<file path="config.mk">
export PLATFORM = sky130hd
export DESIGN_NAME = fetch_pipe_ctrl
export DESIGN_NICKNAME = d
export VERILOG_FILES = /design/src/rtl/fetch_pipe_ctrl_pkg.sv /design/src/rtl/fetch_pipe_ctrl_if_id_reg.sv /design/src/rtl/fetch_pipe_ctrl.sv
export SDC_FILE = /design/constraint.sdc
export NUM_CORES = 1
export LEC_CHECK = 0
export CAP_MARGIN = 20
export CORE_MARGIN = 5
export CORE_UTILIZATION = 30
export DETAILED_ROUTE_END_ITERATION = 7
export REMOVE_ABC_BUFFERS = 1
export SYNTH_ARGS = -nofsm -noshare
export SYNTH_HDL_FRONTEND = slang
export SYNTH_SLANG_ARGS = --single-unit
</file>
<file path="constraint.sdc">
create_clock -name clk -period 4.1 [get_ports clk]
set_clock_uncertainty 0.2 [all_clocks]
set_input_delay 0.82 -clock clk [delete_from_list [all_inputs] [get_ports clk]]
set_output_delay 0.82 -clock clk [all_outputs]
set_load 0.01 [all_outputs]
</file>
<file path="src/rtl/fetch_pipe_ctrl_pkg.sv">
// Shared definitions for the fetch stage: HLT opcode, NOP encoding and the
// fetch/halt state encoding.
package fetch_pipe_ctrl_pkg;

  localparam int unsigned OPC_W   = 4;
  localparam int unsigned NOP_W   = 16;
  localparam int unsigned STATE_W = 2;

  localparam logic [OPC_W-1:0] OPC_HLT   = 4'hF;
  localparam logic [NOP_W-1:0] NOP_INSTR = 16'h0000;

  typedef enum logic [STATE_W-1:0] {
    RUN       = 2'd0,
    HALT_WAIT = 2'd1,
    HALTED    = 2'd2
  } fetch_state_e;

endpackage

</file>
<file path="src/rtl/fetch_pipe_ctrl_if_id_reg.sv">
// IF/ID pipeline register with load enable, flush-to-NOP and a valid bit.
// Ports:
//   clk, rst_n   clock, async active-low reset
//   i_load       load i_instr / i_pc_plus2 and mark valid
//   i_flush      replace contents with a NOP bubble (wins over i_load)
//   i_instr      fetched instruction
//   i_pc_plus2   PC+2 of the fetched instruction
//   o_instr, o_pc_plus2, o_valid   registered IF/ID contents
module fetch_pipe_ctrl_if_id_reg
  import fetch_pipe_ctrl_pkg::*;
#(
  parameter int unsigned PC_W    = 16,
  parameter int unsigned INSTR_W = 16
) (
  input  logic               clk,
  input  logic               rst_n,
  input  logic               i_load,
  input  logic               i_flush,
  input  logic [INSTR_W-1:0] i_instr,
  input  logic [PC_W-1:0]    i_pc_plus2,
  output logic [INSTR_W-1:0] o_instr,
  output logic [PC_W-1:0]    o_pc_plus2,
  output logic               o_valid
);

  logic [INSTR_W-1:0] r_instr;
  logic [PC_W-1:0]    r_pc_plus2;
  logic               r_valid;

  // Flush only kills the instruction; pc_plus2 of a bubble is don't-care.
  always_ff @(posedge clk or negedge rst_n) begin
    if (!rst_n) begin
      r_instr    <= INSTR_W'(NOP_INSTR);
      r_pc_plus2 <= '0;
      r_valid    <= 1'b0;
    end else if (i_flush) begin
      r_instr    <= INSTR_W'(NOP_INSTR);
      r_valid    <= 1'b0;
    end else if (i_load) begin
      r_instr    <= i_instr;
      r_pc_plus2 <= i_pc_plus2;
      r_valid    <= 1'b1;
    end
  end

  assign o_instr    = r_instr;
  assign o_pc_plus2 = r_pc_plus2;
  assign o_valid    = r_valid;

endmodule

</file>
<file path="src/rtl/fetch_pipe_ctrl.sv">
// Fetch-stage controller: owns the PC and the IF/ID register, obeys the
// hazard unit's pc_write / if_id_write, applies branch redirects with a
// wrong-path flush, and halts after draining once a valid HLT reaches IF/ID.
// Ports:
//   clk, rst_n                  clock, async active-low reset
//   pc_write, if_id_write       hazard-unit enables
//   stall                       hazard-unit bubble request (counted only
//                               when IF_STALL_CNT_EN is defined)
//   branch_taken, branch_target redirect request from ID
//   imem_data                   instruction-memory read data for imem_addr
//   imem_addr                   current PC (straight from the PC register)
//   if_id_instr, if_id_pc_plus2, if_id_valid   IF/ID contents to ID
//   halted                      sticky halt flag
//   stall_cycles                saturating stall count (IF_STALL_CNT_EN only)
// Build option: IF_STALL_CNT_EN adds the stall_cycles counter and port.
module fetch_pipe_ctrl
  import fetch_pipe_ctrl_pkg::*;
#(
  parameter int unsigned      PC_W         = 16,
  parameter int unsigned      INSTR_W      = 16,
  parameter logic [PC_W-1:0]  RESET_PC     = '0,
  parameter int unsigned      DRAIN_CYCLES = 3
) (
  input  logic               clk,
  input  logic               rst_n,
  input  logic               pc_write,
  input  logic               if_id_write,
  input  logic               stall,
  input  logic               branch_taken,
  input  logic [PC_W-1:0]    branch_target,
  input  logic [INSTR_W-1:0] imem_data,
  output logic [PC_W-1:0]    imem_addr,
  output logic [INSTR_W-1:0] if_id_instr,
  output logic [PC_W-1:0]    if_id_pc_plus2,
  output logic               if_id_valid,
  output logic               halted
`ifdef IF_STALL_CNT_EN
  ,
  output logic [15:0]        stall_cycles
`endif
);

  localparam int unsigned CNT_W = (DRAIN_CYCLES < 2) ? 1 : $clog2(DRAIN_CYCLES + 1);

  fetch_state_e     r_state, w_state_nxt;
  logic [CNT_W-1:0] r_cnt, w_cnt_nxt;
  logic             r_halted, w_halted_nxt;
  logic [PC_W-1:0]  r_pc, w_pc_nxt, w_pc_plus2;
  logic             w_if_id_load, w_if_id_flush, w_is_hlt;
  logic [INSTR_W-1:0] w_if_id_instr;
  logic             w_if_id_valid;

  assign w_pc_plus2 = r_pc + PC_W'(2);
  // A flushed bubble never halts, even if its bits look like HLT.
  assign w_is_hlt   = w_if_id_valid && (w_if_id_instr[INSTR_W-1 -: OPC_W] == OPC_HLT);

  // State, drain counter, halt flag and PC registers.
  always_ff @(posedge clk or negedge rst_n) begin
    if (!rst_n) begin
      r_state  <= RUN;
      r_cnt    <= '0;
      r_halted <= 1'b0;
      r_pc     <= RESET_PC;
    end else begin
      r_state  <= w_state_nxt;
      r_cnt    <= w_cnt_nxt;
      r_halted <= w_halted_nxt;
      r_pc     <= w_pc_nxt;
    end
  end

  // Next-state, next-PC and IF/ID control.
  always_comb begin
    w_state_nxt   = r_state;
    w_cnt_nxt     = r_cnt;
    w_halted_nxt  = r_halted;
    w_pc_nxt      = r_pc;
    w_if_id_load  = 1'b0;
    w_if_id_flush = 1'b0;
    case (r_state)
      RUN: begin
        if (w_is_hlt) begin
          // The detecting cycle itself freezes PC and IF/ID.
          w_state_nxt = HALT_WAIT;
          w_cnt_nxt   = CNT_W'(DRAIN_CYCLES);
        end else if (!pc_write || !if_id_write) begin
          // Hazard hold; a concurrent branch is re-presented by ID later.
          if (pc_write) w_pc_nxt = w_pc_plus2;
          w_if_id_load = if_id_write;
        end else if (branch_taken) begin
          w_pc_nxt      = branch_target;
          w_if_id_flush = 1'b1;
        end else begin
          w_pc_nxt     = w_pc_plus2;
          w_if_id_load = 1'b1;
        end
      end
      HALT_WAIT: begin
        // Counter value 0 only occurs when DRAIN_CYCLES is 0.
        if (r_cnt <= CNT_W'(1)) begin
          w_state_nxt  = HALTED;
          w_halted_nxt = 1'b1;
          w_cnt_nxt    = '0;
        end else begin
          w_cnt_nxt = r_cnt - CNT_W'(1);
        end
      end
      HALTED: begin
        w_halted_nxt = 1'b1;
      end
      default: begin
        w_state_nxt = RUN;
      end
    endcase
  end

  fetch_pipe_ctrl_if_id_reg #(
    .PC_W    (PC_W),
    .INSTR_W (INSTR_W)
  ) u_if_id_reg (
    .clk        (clk),
    .rst_n      (rst_n),
    .i_load     (w_if_id_load),
    .i_flush    (w_if_id_flush),
    .i_instr    (imem_data),
    .i_pc_plus2 (w_pc_plus2),
    .o_instr    (w_if_id_instr),
    .o_pc_plus2 (if_id_pc_plus2),
    .o_valid    (w_if_id_valid)
  );

  assign imem_addr   = r_pc;
  assign if_id_instr = w_if_id_instr;
  assign if_id_valid = w_if_id_valid;
  assign halted      = r_halted;

`ifdef IF_STALL_CNT_EN
  logic [15:0] r_stall_cycles;

  // Saturating count of stalled RUN cycles; frozen once halting starts.
  always_ff @(posedge clk or negedge rst_n) begin
    if (!rst_n) begin
      r_stall_cycles <= '0;
    end else if ((r_state == RUN) && stall && (r_stall_cycles != 16'hFFFF)) begin
      r_stall_cycles <= r_stall_cycles + 16'd1;
    end
  end

  assign stall_cycles = r_stall_cycles;
`else
  logic w_unused_stall;
  assign w_unused_stall = stall;
`endif

endmodule
</file>
; ---- Word level (Yosys, flattened, before mapping)
; Index checks and enable logic that the tools add are counted.
[word_totals]
ff_bits = 54
elab_cells = 55
in_bits = 38
[classes]
n_addsub = 2
reduce_logical = 13
order_cmp = 1
n_eq_ne = 6
n_bitwise = 3
mux = 23
[op_table]
columns = cell, count
row1 = 2-to-1 mux 16 bit, 5
row2 = adder 16 x 2 -> 16 bit (second input constant), 1
row3 = 2-to-1 mux 1 bit, 11
row4 = 2-to-1 mux 2 bit, 4
row5 = inequality test 2 bit (second input constant), 3
row6 = one-hot mux 2 bit (3 select lines), 1
row7 = AND reduction 2 bit, 3
row8 = AND reduction 3 bit, 2
row9 = nonzero test 2 bit, 3
row10 = == test 4 bit (second input constant), 1
row11 = one-hot mux 2 bit (2 select lines), 1
row12 = inverter 1 bit, 3
row13 = == test 2 x 1 -> 1 bit (second input constant), 1
row14 = == test 2 bit (second input constant), 1
row15 = less-or-equal comparator 2 x 1 -> 1 bit (second input constant), 1
row16 = zero test 1 bit, 2
row17 = zero test 2 bit, 1
row18 = one-hot mux 1 bit (2 select lines), 1
row19 = subtractor 2 x 1 -> 2 bit (second input constant), 1
row20 = logical AND 1 bit, 1
row21 = logical OR 1 bit, 1

; ---- Logic depth before layout (Yosys ltp)
[depth]
depth_word = 7
ltp_mapped = 6

; ---- Hierarchy
; From an unflattened synthesis, not the netlist that was laid out.
[unflattened]
hier_cells = 239
hier_area_um2 = 2688.8
[modules_own_cells]
columns = module, n_inst, cells_each, area_per_inst_um2, seq_area_each_um2
row1 = fetch_pipe_ctrl, 1, 149, 1345.0, 525.5
row2 = fetch_pipe_ctrl_if_id_reg, 1, 90, 1343.8, 825.8

; ---- Least setup slack after synthesis
; Ideal clock, no wire load.
[synth_timing]
kind = input port to flip-flop
from = input port branch_taken
to = register u_if_id_reg.r_pc_plus2[2] (netlist: u_if_id_reg.o_pc_plus2[2])
setup_slack_ps = 2289
arrival_ps = 1486
stages = 4
setup_time_ps = 125
path_cell_list = nand2_1 o2111ai_2 buf_2 mux2_2
[synth_via]
elab_chain_cells = 6
word_cells_on_any_way = 10
classes_between = mux: 8 / bitwise: 1 / reduce/logical: 1
[synth_rtl]
columns = element, line
row1 = from (decl), fetch_pipe_ctrl.sv:29  ; input logic branch_taken,
row2 = 2-to-1 mux 1 bit, fetch_pipe_ctrl.sv:90  ; end else if (branch_taken) begin
row3 = 2-to-1 mux 1 bit, fetch_pipe_ctrl.sv:86  ; end else if (!pc_write || !if_id_write) begin
row4 = 2-to-1 mux 1 bit, fetch_pipe_ctrl.sv:82  ; if (w_is_hlt) begin
row5 = 2-to-1 mux 1 bit, fetch_pipe_ctrl.sv:80  ; case (r_state)
row6 = inverter 1 bit (no source line), --
row7 = AND reduction 2 bit (no source line) (*), --
row8 = to (signal assigned), fetch_pipe_ctrl_if_id_reg.sv:41  ; r_pc_plus2 <= i_pc_plus2;
row9 = to (decl), fetch_pipe_ctrl_if_id_reg.sv:27  ; logic [PC_W-1:0] r_pc_plus2;
; Mark *: on every way between the ends. The rest lies on a longest branch, timed or not.
; A chain may end at the register's enable or synchronous reset.

; ---- Worst setup path in the final report
[layout_timing]
from = register r_pc[8] (netlist: imem_addr[8])
to = output port imem_addr[8]
[layout_lines]
columns = element, line
row1 = from (decl), fetch_pipe_ctrl.sv:48  ; logic [PC_W-1:0] r_pc, w_pc_nxt, w_pc_plus2;
row2 = from (signal assigned), fetch_pipe_ctrl.sv:68  ; r_pc <= w_pc_nxt;
row3 = to (decl), fetch_pipe_ctrl.sv:32  ; output logic [PC_W-1:0] imem_addr,
; No word-level cell between the ends.

==> impl_metrics.json <==
{
  "postCtsHoldBufs": 0,
  "synth.cell_area_um2": 2577,
  "antenna_found_initial": 0,
  "hold-worst-slack_ps": 284.1,
  "slew_violations": 0,
  "cts_buffers": 5,
  "p_sw_mw": 0.9687,
  "worstPathArrival_ps": 1420,
  "syn_inst": 241,
  "dieArea_um2": 10550,
  "wirelength_um": 6712,
  "clkPwrFrac": 0.119,
  "hold_class": "register to register",
  "drt-pass1-iter-count": 4,
  "cts-resized-gates": 0,
  "cts-root-buf": "clkbuf_8",
  "ir_worst_vdd_mv": 0.2838,
  "p_int_mw": 1.571,
  "seq_area_frac_synth": 0.5243,
  "finalHoldViolations": 0,
  "ant_nets": 0,
  "synth-seq-cells": 54,
  "rsz0062_at_grt": "no",
  "io_pins": 88,
  "insertion_delay_ps": 310,
  "die_x_um": 102.7,
  "combPwrFrac": 0.484,
  "muxShareOfSynthArea": 0.02087,
  "wl_met2_um": 3206,
  "synth_cell_types": 43,
  "seqCellArea_um2": 1351,
  "min_from": "u_if_id_reg.o_pc_plus2[12]",
  "io_buffers": 86,
  "rows": 33,
  "synth_top_area_cell": "dfrtp_1",
  "setup-tns-final_ps": 0,
  "crit_path_start": "imem_addr[8]",
  "dr_wl_met3_um": 311,
  "grt_overflow_total": 0,
  "drtIter0Drc": 48,
  "layout_setup_ws_ps": 1656,
  "yosysMostFrequentCell": "dfrtp_1",
  "seqPwrFrac": 0.397,
  "critPathMaxStageDelay_ps": 620,
  "worst_path_max_delay_cell": "clkdlybuf4s50_1",
  "worstSetupStartpointType": "register",
  "first_global_vias": 2154,
  "tightestPinTransition_ps": 812.8,
  "p_per_area_nw_per_um2": 709.0,
  "setup_violations": 0,
  "drive_above_1_share": 0.07764,
  "cts.sinks": 54,
  "synthTopCellsByArea": "dfrtp_1 (52%), a22o_1 (5.4%), o21ai_0 (4.9%)",
  "synth_top_cell_area_share": 0.5243,
  "drt-met1-wl_um": 3099,
  "groute.usage.overall": 0.1373,
  "p_total_mw": 2.540,
  "die_height_um": 102.7,
  "synth_area_per_cell_um2": 10.69,
  "crit_family": "buffers and inverters",
  "critPathCaptureType": "output pin",
  "nets": 360,
  "synth_xor_area_frac": 0.04417,
  "finalCriticalPeriod_ps": 2444,
  "start_util": 0.3106,
  "post-cts-setup-buffers": 0,
  "synth_compound_area_frac": 0.2223,
  "yosys_most_used_dff": "dfrtp_1",
  "viasPerCell": 4.888,
  "multi_input_area_um2": 1112,
  "critical_path_class": "register to output pin",
  "wire_per_inst_um": 15.72,
  "cp_cell_sequence": "clkdlybuf4s50_1",
  "n_antenna_cell": 0,
  "cp.required_ps": 3080,
  "cts_max_level": 2,
  "max_freq_mhz": 409.2,
  "synth-adder-area-share": 0.004854,
  "status": "completed",
  "switching_share": 0.3814,
  "fill_cells": 797,
  "placed_cell_area_um2": 3485,
  "r2r-start": "u_if_id_reg.o_valid",
  "synth_edf_count": 0,
  "ys_async_sr_fraction": 1.000,
  "cp_max_fo": 8,
  "synth_top_family_by_area": "compound AO/OA/AOI/OAI gates",
  "synth_warnings": 0,
  "syn_to_final_growth_pct": 38.98,
  "final_cell_area_um2": 3582,
  "clk_pin_slew_ps": 100,
  "grt_start_max_net_pins": 37,
  "cts_buffer_depth": 2,
  "grt_pass1_wl_um": 11280,
  "hpwl_um": 4958,
  "num_vias": 2087,
  "gp_congestion": 0.7674,
  "synth_common_cells": "dfrtp_1 (54), nand2_1 (29), o21ai_0 (25)",
  "synthSimpleGateAreaFrac": 0.1393,
  "dp_slack_ps": 1331,
  "topRoutingLayerUsed": "met4",
  "post-route-period-util": 0.5960,
  "relSlewSlack": 0.4581,
  "max-cap-violations": 0,
  "cts_tree": "built",
  "p_leak_nw": 1.489,
  "drc": 0,
  "cp.buffers_inverters": 1,
  "core_area_um2": 8299
}
## area by class of cell
| class | count | share of cell area |
|---|---|---|
| Sequential cell | 54 | 0.3772 |
| Multi-Input combinational cell | 167 | 0.3105 |
| Timing Repair Buffer | 90 | 0.2473 |
| Tap cell | 105 | 0.03667 |
| Clock buffer | 5 | 0.01921 |
| Clock inverter | 3 | 0.005938 |
| Inverter | 3 | 0.003144 |
## placed cells by master (no fill, tap or decap), drive strengths merged, types with 2 or more instances in the layout
master / Yosys / routed
o211ai: 3 / 3
and2: 3 / 3
mux2i: 2 / 2
a22o: 16 / 16
a21oi: 13 / 13
nand3: 10 / 10
nand4: 5 / 5
o2bb2ai: 2 / 2
nor2: 5 / 5
and3: 5 / 5
a2bb2oi: 7 / 7
clkbuf: 3 / 5
nand2b: 2 / 2
inv: 3 / 3
nand2: 29 / 29
a22oi: 3 / 3
buf: 14 / 5
mux2: 3 / 3
clkinv: 0 / 2
xnor2: 5 / 5
o21ai: 27 / 27
xor2: 8 / 8
o22ai: 6 / 6
clkdlybuf4s50: 0 / 85
and4: 3 / 3
dfrtp: 54 / 54
## routing by layer
metal  vias to the layer above  track usage
met5                         -            0
met4                         0      0.04339
met3                         5      0.03112
met2                        47       0.2279
met1                       999       0.1780
li1                       1036            -
## per-stage QoR
step                      utilization  std cells
after floorplan                     -        224
after global placement         0.4199        418
after detailed placement       0.4199        418
after CTS                      0.4307        426
after global routing           0.4316        427
final                          0.4316        427
## registers in the layout (all words and copies together) (netlist names)
| name | cells |
|---|---|
| imem_addr | 16 |
| r_state | 2 |
| u_if_id_reg.o_instr | 16 |
| u_if_id_reg.o_valid | 1 |
| r_cnt | 2 |
| halted | 1 |
| u_if_id_reg.o_pc_plus2 | 16 |
## final timing paths
kind,to,slack (ps),depth (start not counted)
worst min register to register,u_if_id_reg.o_pc_plus2[12],280,2
worst min-delay path,u_if_id_reg.o_pc_plus2[12],280,2
worst max register to register,u_if_id_reg.o_pc_plus2[0],2070,4
min in group asynchronous,u_if_id_reg.o_instr[10],390,1
worst max-delay path,imem_addr[8],1660,1
max in group asynchronous,u_if_id_reg.o_instr[11],2540,2
## power by group through the flow
stage	clock network (mW)	registers [mW]	logic (mW)
CTS	0.319	1.01	1.25
finish	0.302	1.01	1.23
floorplan	0	1.09	0.500
detailed placement	0	1.02	1.24
global route	0.337	1.06	1.34
global placement	0	1.01	1.24
## cell families (layout without fill, tap and decap cells)
logic type | after synthesis | after routing
AOI/OAI and AO/OA | 82 | 82
and+or+nand+nor | 66 | 66
DFF | 54 | 54
buffers and inverters | 20 | 101
xor gates and xnor gates | 13 | 13
muxes | 5 | 5
adders and majority gates | 1 | 1
No activity file was read; power rests on OpenSTA's default activity.
